**src/rtl/cmp_decimator_if.sv**
```systemverilog
// rtl/cmp_decimator_if.sv - result handshake bundle between decimator and consumer
interface cmp_decimator_if #(
    parameter int OUT_W = 9
);
    logic [OUT_W-1:0] result;
    logic             result_valid;
    logic             result_ack;
    logic             overrun;

    modport master (
        output result,
        output result_valid,
        output overrun,
        input  result_ack
    );

    modport slave (
        input  result,
        input  result_valid,
        input  overrun,
        output result_ack
    );
endinterface

```
**src/rtl/cmp_decimator.sv**
```systemverilog
// rtl/cmp_decimator.sv - comparator resync, deglitch and windowed ones-count decimator
module cmp_decimator #(
    parameter int SYNC_STAGES = 2,
    parameter int DEGLITCH    = 3,
    parameter int WIN_BITS    = 8,
    parameter int OUT_W       = WIN_BITS + 1
) (
    input  logic             clk,
    input  logic             rst,
    input  logic             cmp_in,
    input  logic             en,
    input  logic             sample_en,
    output logic             cmp_q,
    output logic             edge_rise,
    output logic             edge_fall,
    cmp_decimator_if.master  res
);

    localparam int GW = (DEGLITCH > 1) ? $clog2(DEGLITCH) : 1;
    localparam logic [GW-1:0]       G_LAST = GW'(DEGLITCH - 1);
    localparam logic [WIN_BITS-1:0] N_LAST = '1;

    typedef enum logic {
        IDLE  = 1'b0,
        ACCUM = 1'b1
    } state_t;

    state_t               state;
    state_t               state_nx;
    logic [SYNC_STAGES-1:0] sync_q;
    logic                 s;
    logic [GW-1:0]        gcnt;
    logic [OUT_W-1:0]     acc;
    logic [WIN_BITS-1:0]  n;
    logic                 do_sample;
    logic                 win_end;
    logic                 clr_win;
    logic [OUT_W-1:0]     result_r;
    logic                 valid_r;
    logic                 overrun_r;

    assign s = sync_q[SYNC_STAGES-1];

    // Shift the asynchronous comparator bit through the synchronizer chain
    always_ff @(posedge clk) begin
        if (rst) begin
            sync_q <= '0;
        end else begin
            sync_q <= {sync_q[SYNC_STAGES-2:0], cmp_in};
        end
    end

    // Flip the filtered level only after DEGLITCH consecutive disagreeing clocks
    always_ff @(posedge clk) begin
        if (rst) begin
            cmp_q     <= 1'b0;
            gcnt      <= '0;
            edge_rise <= 1'b0;
            edge_fall <= 1'b0;
        end else begin
            edge_rise <= 1'b0;
            edge_fall <= 1'b0;
            if (s != cmp_q && gcnt == G_LAST) begin
                cmp_q     <= s;
                gcnt      <= '0;
                edge_rise <= s;
                edge_fall <= ~s;
            end else if (s != cmp_q) begin
                gcnt <= gcnt + 1'b1;
            end else begin
                gcnt <= '0;
            end
        end
    end

    // Accumulation state register
    always_ff @(posedge clk) begin
        if (rst) begin
            state <= IDLE;
        end else begin
            state <= state_nx;
        end
    end

    // Next state: en alone decides between idling and accumulating
    always_comb begin
        state_nx = state;
        case (state)
            IDLE:    if (en)  state_nx = ACCUM;
            ACCUM:   if (!en) state_nx = IDLE;
            default: state_nx = IDLE;
        endcase
    end

    // Decode per-state control: sampling, window end, and partial-window discard
    always_comb begin
        do_sample = 1'b0;
        win_end   = 1'b0;
        clr_win   = 1'b1;
        if (state == ACCUM) begin
            do_sample = sample_en;
            win_end   = sample_en && (n == N_LAST);
            clr_win   = !en || (sample_en && (n == N_LAST));
        end
    end

    // Window accumulator and sample counter; cleared at window end, abort and in IDLE
    always_ff @(posedge clk) begin
        if (rst || clr_win) begin
            acc <= '0;
            n   <= '0;
        end else if (do_sample) begin
            acc <= acc + OUT_W'(cmp_q);
            n   <= n + 1'b1;
        end
    end

    // Result register with valid/ack handshake; completion wins over a coincident ack
    always_ff @(posedge clk) begin
        if (rst) begin
            result_r  <= '0;
            valid_r   <= 1'b0;
            overrun_r <= 1'b0;
        end else if (win_end) begin
            result_r  <= acc + OUT_W'(cmp_q);
            valid_r   <= 1'b1;
            overrun_r <= valid_r && !res.result_ack;
        end else if (res.result_ack && valid_r) begin
            valid_r   <= 1'b0;
            overrun_r <= 1'b0;
        end
    end

    assign res.result       = result_r;
    assign res.result_valid = valid_r;
    assign res.overrun      = overrun_r;

endmodule

```
**src/flat_wrapper.sv**
```systemverilog
// flat-port wrapper written by rule: the top's interface ports become plain ports
module cmp_decimator_flat 
#(
    parameter int SYNC_STAGES = 2,
    parameter int DEGLITCH    = 3,
    parameter int WIN_BITS    = 8,
    parameter int OUT_W       = WIN_BITS + 1
)
  (clk, rst, cmp_in, en, sample_en, cmp_q, edge_rise, edge_fall, res_result, res_result_valid, res_overrun, res_result_ack);
  cmp_decimator_if #(.OUT_W(OUT_W)) res_i ();
  input  logic clk;
  input  logic rst;
  input  logic cmp_in;
  input  logic en;
  input  logic sample_en;
  output logic cmp_q;
  output logic edge_rise;
  output logic edge_fall;
  output wire logic [$bits(res_i.result)-1:0] res_result;
  output wire logic [$bits(res_i.result_valid)-1:0] res_result_valid;
  output wire logic [$bits(res_i.overrun)-1:0] res_overrun;
  input wire logic [$bits(res_i.result_ack)-1:0] res_result_ack;
  assign res_result = res_i.result;
  assign res_result_valid = res_i.result_valid;
  assign res_overrun = res_i.overrun;
  assign res_i.result_ack = res_result_ack;
  cmp_decimator #(.SYNC_STAGES(SYNC_STAGES), .DEGLITCH(DEGLITCH), .WIN_BITS(WIN_BITS), .OUT_W(OUT_W)) u_core (.clk(clk), .rst(rst), .cmp_in(cmp_in), .en(en), .sample_en(sample_en), .cmp_q(cmp_q), .edge_rise(edge_rise), .edge_fall(edge_fall), .res(res_i));
endmodule
```
**config.mk**
```make
export PLATFORM = sky130hd
export DESIGN_NAME = cmp_decimator_flat
export DESIGN_NICKNAME = d
export VERILOG_FILES = /design/src/rtl/cmp_decimator_if.sv /design/src/rtl/cmp_decimator.sv /design/src/flat_wrapper.sv
export SDC_FILE = /design/constraint.sdc
export NUM_CORES = 1
export LEC_CHECK = 0
export BUFFER_PORTS_ARGS = -buffer_cell sky130_fd_sc_hd__buf_4
export CORE_UTILIZATION = 60
export CTS_BUF_LIST = sky130_fd_sc_hd__clkbuf_16
export DETAILED_ROUTE_END_ITERATION = 6
export GPL_TIMING_DRIVEN = 0
export PLACE_DENSITY_LB_ADDON = 0.15
export SLEW_MARGIN = 20
export SYNTH_ARGS = -nofsm -noshare
export SYNTH_HDL_FRONTEND = slang
export SYNTH_SLANG_ARGS = --single-unit
```
**constraint.sdc**
```tcl
create_clock -name clk -period 3.6 [get_ports clk]
set_input_delay 0 -clock clk [delete_from_list [all_inputs] [get_ports clk]]
set_output_delay 0 -clock clk [all_outputs]
set_load 0.02 [all_outputs]
```
# Word-level counts from Yosys, hierarchy flattened
# Cells that the tools add are included.
[word_totals]
output_inout_bits = 14
input_bits = 6
reg_bits = 36
[classes]
n_addsub = 3
n_reduce_logical = 11
n_bitwise = 3
n_eq_ne = 3
muxes = 7
[ops]
columns = ["op", "n"]
rows = [
  ["adder 9 x 1 -> 9 bit", 1],
  ["adder 8 x 1 -> 8 bit (second input constant)", 1],
  ["== test 8 bit (second input constant)", 1],
  ["2-to-1 mux 1 bit", 7],
  ["logical AND 1 bit", 4],
  ["inverter 1 bit", 3],
  ["OR reduction 3 bit", 1],
  ["adder 2 x 1 -> 2 bit (second input constant)", 1],
  ["== test 2 bit (second input constant)", 1],
  ["logical NOT 1 bit", 2],
  ["logical OR 1 bit", 2],
  ["nonzero test 2 bit", 1],
  ["OR reduction 2 bit", 1],
  ["!= test 1 bit", 1],
]

# Logic depth before layout (Yosys ltp)
[logic_depth]
ltp_word = 5
ltp_mapped = 5

# Worst setup path before layout
# OpenSTA, ideal clock, no wires.
[synth_path]
path_kind = "register -> register"
start = "register u_core.cmp_q"
end = "register u_core.result_r[8], in the netlist u_core.res.result[8]"
stages_incl_launch_ff = 6
setup_time_ns = 0.091
t_arrival_ns = 1.592
synth_period_minus_slack_ns = 1.683
path_buffers = 0
required_ns = 3.509
path_slack_ns = 1.917
cell_sequence = "dfxtp_1 -> ha_1 -> ha_1 -> nand3_1 -> or3_1 -> a311oi_1"
[synth_between]
elab_chain_cells = 1
[synth_rtl]
columns = ["item", "line", "text"]
rows = [
  ["start: declaration", "cmp_decimator.sv:13", "output logic cmp_q,"],
  ["start signal: assignment", "cmp_decimator.sv:64", "cmp_q <= s;"],
  ["adder 9 x 1 -> 9 bit", "cmp_decimator.sv:125", "result_r <= acc + OUT_W'(cmp_q);"],
  ["end signal: assignment", "cmp_decimator.sv:125", ""],
  ["end: declaration", "cmp_decimator.sv:38", "logic [OUT_W-1:0] result_r;"],
]
# No other way between the ends.
# A chain may end at the register's enable or synchronous reset.

# Final worst setup path
[layout_path]
start = "register u_core.n[0]"
end = "register u_core.overrun_r, in the netlist u_core.res.overrun"
[layout_between]
elab_chain_cells = 4
[layout_rtl]
columns = ["item", "line", "text"]
rows = [
  ["start: declaration", "cmp_decimator.sv:34", "logic [WIN_BITS-1:0] n;"],
  ["start signal: assignment", "cmp_decimator.sv:114", "n <= n + 1'b1;"],
  ["== test 8 bit *", "cmp_decimator.sv:102", "win_end = sample_en && (n == N_LAST);"],
  ["logical AND 1 bit *", "cmp_decimator.sv:102", ""],
  ["2-to-1 mux 1 bit *", "cmp_decimator.sv:100", "if (state == ACCUM) begin"],
  ["2-to-1 mux 1 bit / nonzero test 2 bit (equally long branches)", "-", ""],
  ["end signal: assignment", "cmp_decimator.sv:127", "overrun_r <= valid_r && !res.result_ack;"],
  ["end: declaration", "cmp_decimator.sv:40", "logic overrun_r;"],
]
# Every way passes the cells marked *; elsewhere a longest branch is shown, timed or not.

==> flow_metrics.tcl <==
set metrics [dict create \
    tns_ns 0 \
    die_h_um 53.4 \
    cp-start-kind "flip-flop" \
    top_layer_used "met4" \
    cap_violations 0 \
    drv_slew 0 \
    swShare 0.196 \
    slew_headroom 0.676 \
    reg2regPathDepth 5 \
    fin_skew_ns 0.00598 \
    grt_max_degree 12 \
    synth_edf_count 0 \
    ys_seq_area_frac 0.454 \
    cts_buffer_depth 2 \
    drcViolationCount 0 \
    hpwl_mm 2.42 \
    final-hold-violation-count 0 \
    routed-via-count 1448 \
    max_freq_mhz 499 \
    setup_viol 0 \
    grt_first_pass_wirelength_mm 5.95 \
    ys_top_cells_by_area "dfxtp_1 (45%), a21oi_1 (5.4%), o31ai_1 (4.3%)" \
    grt.total_usage 0.302 \
    dieArea_um2 2850 \
    syn_inst 170 \
    seqCellArea_um2 721 \
    pwr-share-clk 0.530 \
    cts_root_buffer "clkbuf_16" \
    die_width_um 53.4 \
    ys_types 32 \
    fin_crit_ns 2.01 \
    holdPathStages 2 \
    power.leakage_uw 0.000673 \
    coreArea_um2 2480 \
    place.gp.congestion 0.845 \
    path_clk_slew_ns 0.06 \
    yosys_register_bits 36 \
    avgSynthCellArea_um2 9.33 \
    n_antenna_cell 0 \
    ant_nets 0 \
    synth_area_um2 1590 \
    critPathArrivalTime_ns 2.23 \
    core.rowCount 18 \
    wl_per_cell_um 16.2 \
    cts_resized 0 \
    synth_compound_area_frac 0.203 \
    port_buffers 18 \
    wl_met3_um 193 \
    vias_per_cell 6.30 \
    p_switching_uw 179 \
    globalRouteOverflowTotal 0 \
    yosys_most_used_dff "dfxtp_1" \
    synthArstFlopShare 0 \
    synth_nets 180 \
    seq_power_share 0.442 \
    synthSimpleGateAreaFrac 0.223 \
    crit_type "reg2reg" \
    grt_setup_unrepaired "no" \
    numCtsBuffers 5 \
    p_comb_frac 0.028 \
    drt_iter0_drc 65 \
    required_ns 3.83 \
    cts_tree "built" \
    start_util 0.640 \
    dr_wl_met2_mm 1.80 \
    grt_pass1_vias 1300 \
    fin_total_pwr_uw 911 \
    tightest_slew_ns 0.483 \
    synth_top_area_cell "dfxtp_1" \
    cts.sinks 36 \
    power.density_nw_per_um2 464 \
    routed_wirelength_mm 3.72 \
    p_int_uw 732 \
    multi_input_area_um2 797 \
    cp_max_fo 3 \
    layout-drive-gt1-share 0.180 \
    synth_top_family_by_area "simple AND/OR/NAND/NOR gates" \
    syn_to_final_growth_pct 23.7 \
    muxShareOfSynthArea 0.00631 \
    fin_crit_sh 0.557 \
    h-tree-depth 2 \
    pin_count 20 \
    cp-end-kind "flip-flop" \
    fill_cells 175 \
    yosysWarnings 0 \
    antenna_found_initial 0 \
    hold_class "in2reg" \
    ir_drop_uv 499 \
    status "completed" \
    wl_met1_mm 1.65 \
    synth_top_area_frac 0.454 \
    synth_adder_area_share 0.0315 \
    synthXorXnorAreaFrac 0.0386 \
    finalNetCount 209 \
    drtPass1Iterations 4 \
    clock_latency_ns 0.28 \
]
## worst max-delay path, stage by stage, from the launching register on
cell           delay [ns]
dfxtp_1              0.37
ha_1                 0.26
and4_1               0.27
a31oi_1              0.09
a2111oi_0            0.36
dlygate4sd3_1        0.60
## cell usage after synthesis, drive strengths merged (3+ instances only)
cell / number
o21ai: 8
xor2: 4
or3: 8
o31ai: 9
clkbuf: 3
xnor2: 3
a31oi: 8
dfxtp: 36
buf: 7
a311oi: 4
nor2: 6
or4: 7
ha: 4
a21oi: 17
a211oi: 3
nand2: 8
nand3: 12
inv: 4
nand4: 6
nor2b: 3
## cell type report
class | count | area share
Multi-Input combinational cell | 120 | 0.406
Sequential cell | 36 | 0.367
Timing Repair Buffer | 22 | 0.0893
Clock buffer | 5 | 0.0638
Buffer | 10 | 0.0274
Clock inverter | 3 | 0.0191
Tap cell | 30 | 0.0191
Inverter | 4 | 0.00765
## state kept, by name, summed over array words and instances (netlist names)
register / cells
u_core.n: 8
u_core.res.overrun: 1
u_core.edge_fall: 1
u_core.res.result: 9
u_core.res.result_valid: 1
u_core.sync_q: 2
u_core.acc: 9
u_core.cmp_q: 1
u_core.gcnt: 2
u_core.state: 1
u_core.edge_rise: 1
## worst paths after layout
| check | from | to | slack (ns) |
|---|---|---|---|
| worst max-delay path | u_core.n[0]$_SDFFE_PP0P_ | u_core.res.overrun$_SDFFE_PP0P_ | 1.59 |
| worst min-delay path | en | u_core.state$_SDFF_PP0_ | 0.05 |
| worst max register to register | u_core.n[0]$_SDFFE_PP0P_ | u_core.res.overrun$_SDFFE_PP0P_ | 1.59 |
| worst min register to register | u_core.gcnt[0]$_SDFF_PP0_ | u_core.gcnt[0]$_SDFF_PP0_ | 0.42 |
## power groups by stage
stage | clock [uW] | combinational, uW | sequential [uW]
floorplan | 0 | 13.6 | 410
global placement | 0 | 21.8 | 410
finish | 483 | 25.9 | 402
CTS | 481 | 25.8 | 402
global route | 502 | 28.3 | 402
detailed placement | 0 | 22.9 | 411
## layout by cell type (no fill, tap or decap), types with 4 or more instances in the layout
cell type	n
a21oi_1	17
a311oi_1	4
a31oi_1	8
buf_2	4
buf_4	21
clkbuf_16	5
dfxtp_1	36
dlygate4sd3_1	4
ha_1	4
inv_1	4
nand2_1	8
nand3_1	12
nand4_1	4
nor2_1	6
o21ai_0	8
o31ai_1	9
or3_1	7
or4_1	7
xor2_1	4
## routing by layer
| layer | vias to the layer above | global-route usage |
|---|---|---|
| li1 | 708 | - |
| met1 | 683 | 0.375 |
| met2 | 47 | 0.463 |
| met3 | 10 | 0.109 |
| met4 | 0 | 0.132 |
| met5 | - | 0 |
## per-stage QoR
stage	hold WS [ns]	instance area (um^2)	std cells	utilization	worst slack (ns)
after global routing	0.0457	1960	230	0.792	1.42
after CTS	0.0401	1960	230	0.792	1.63
after floorplan	0.0716	1590	170	-	1.92
after global placement	0.208	1760	218	0.710	1.88
after detailed placement	0.226	1760	218	0.710	1.85
final	0.0456	1960	230	0.792	1.59
## logic make-up (layout without fill, tap and decap cells)
kind of cell | after synthesis | in the layout
and+or+nand+nor | 57 | 57
adders and majority gates | 4 | 4
muxes | 1 | 1
AOI/OAI and AO/OA | 51 | 51
DFF | 36 | 36
buffers and inverters | 14 | 44
xor gates and xnor gates | 7 | 7
## timing repair
item,4_1_cts,5_1_grt
hold buffers,4,0
buffers inserted,0,0
endpoints found under the hold margin,6,0
Note: power is estimated with default switching activity, not from simulation.
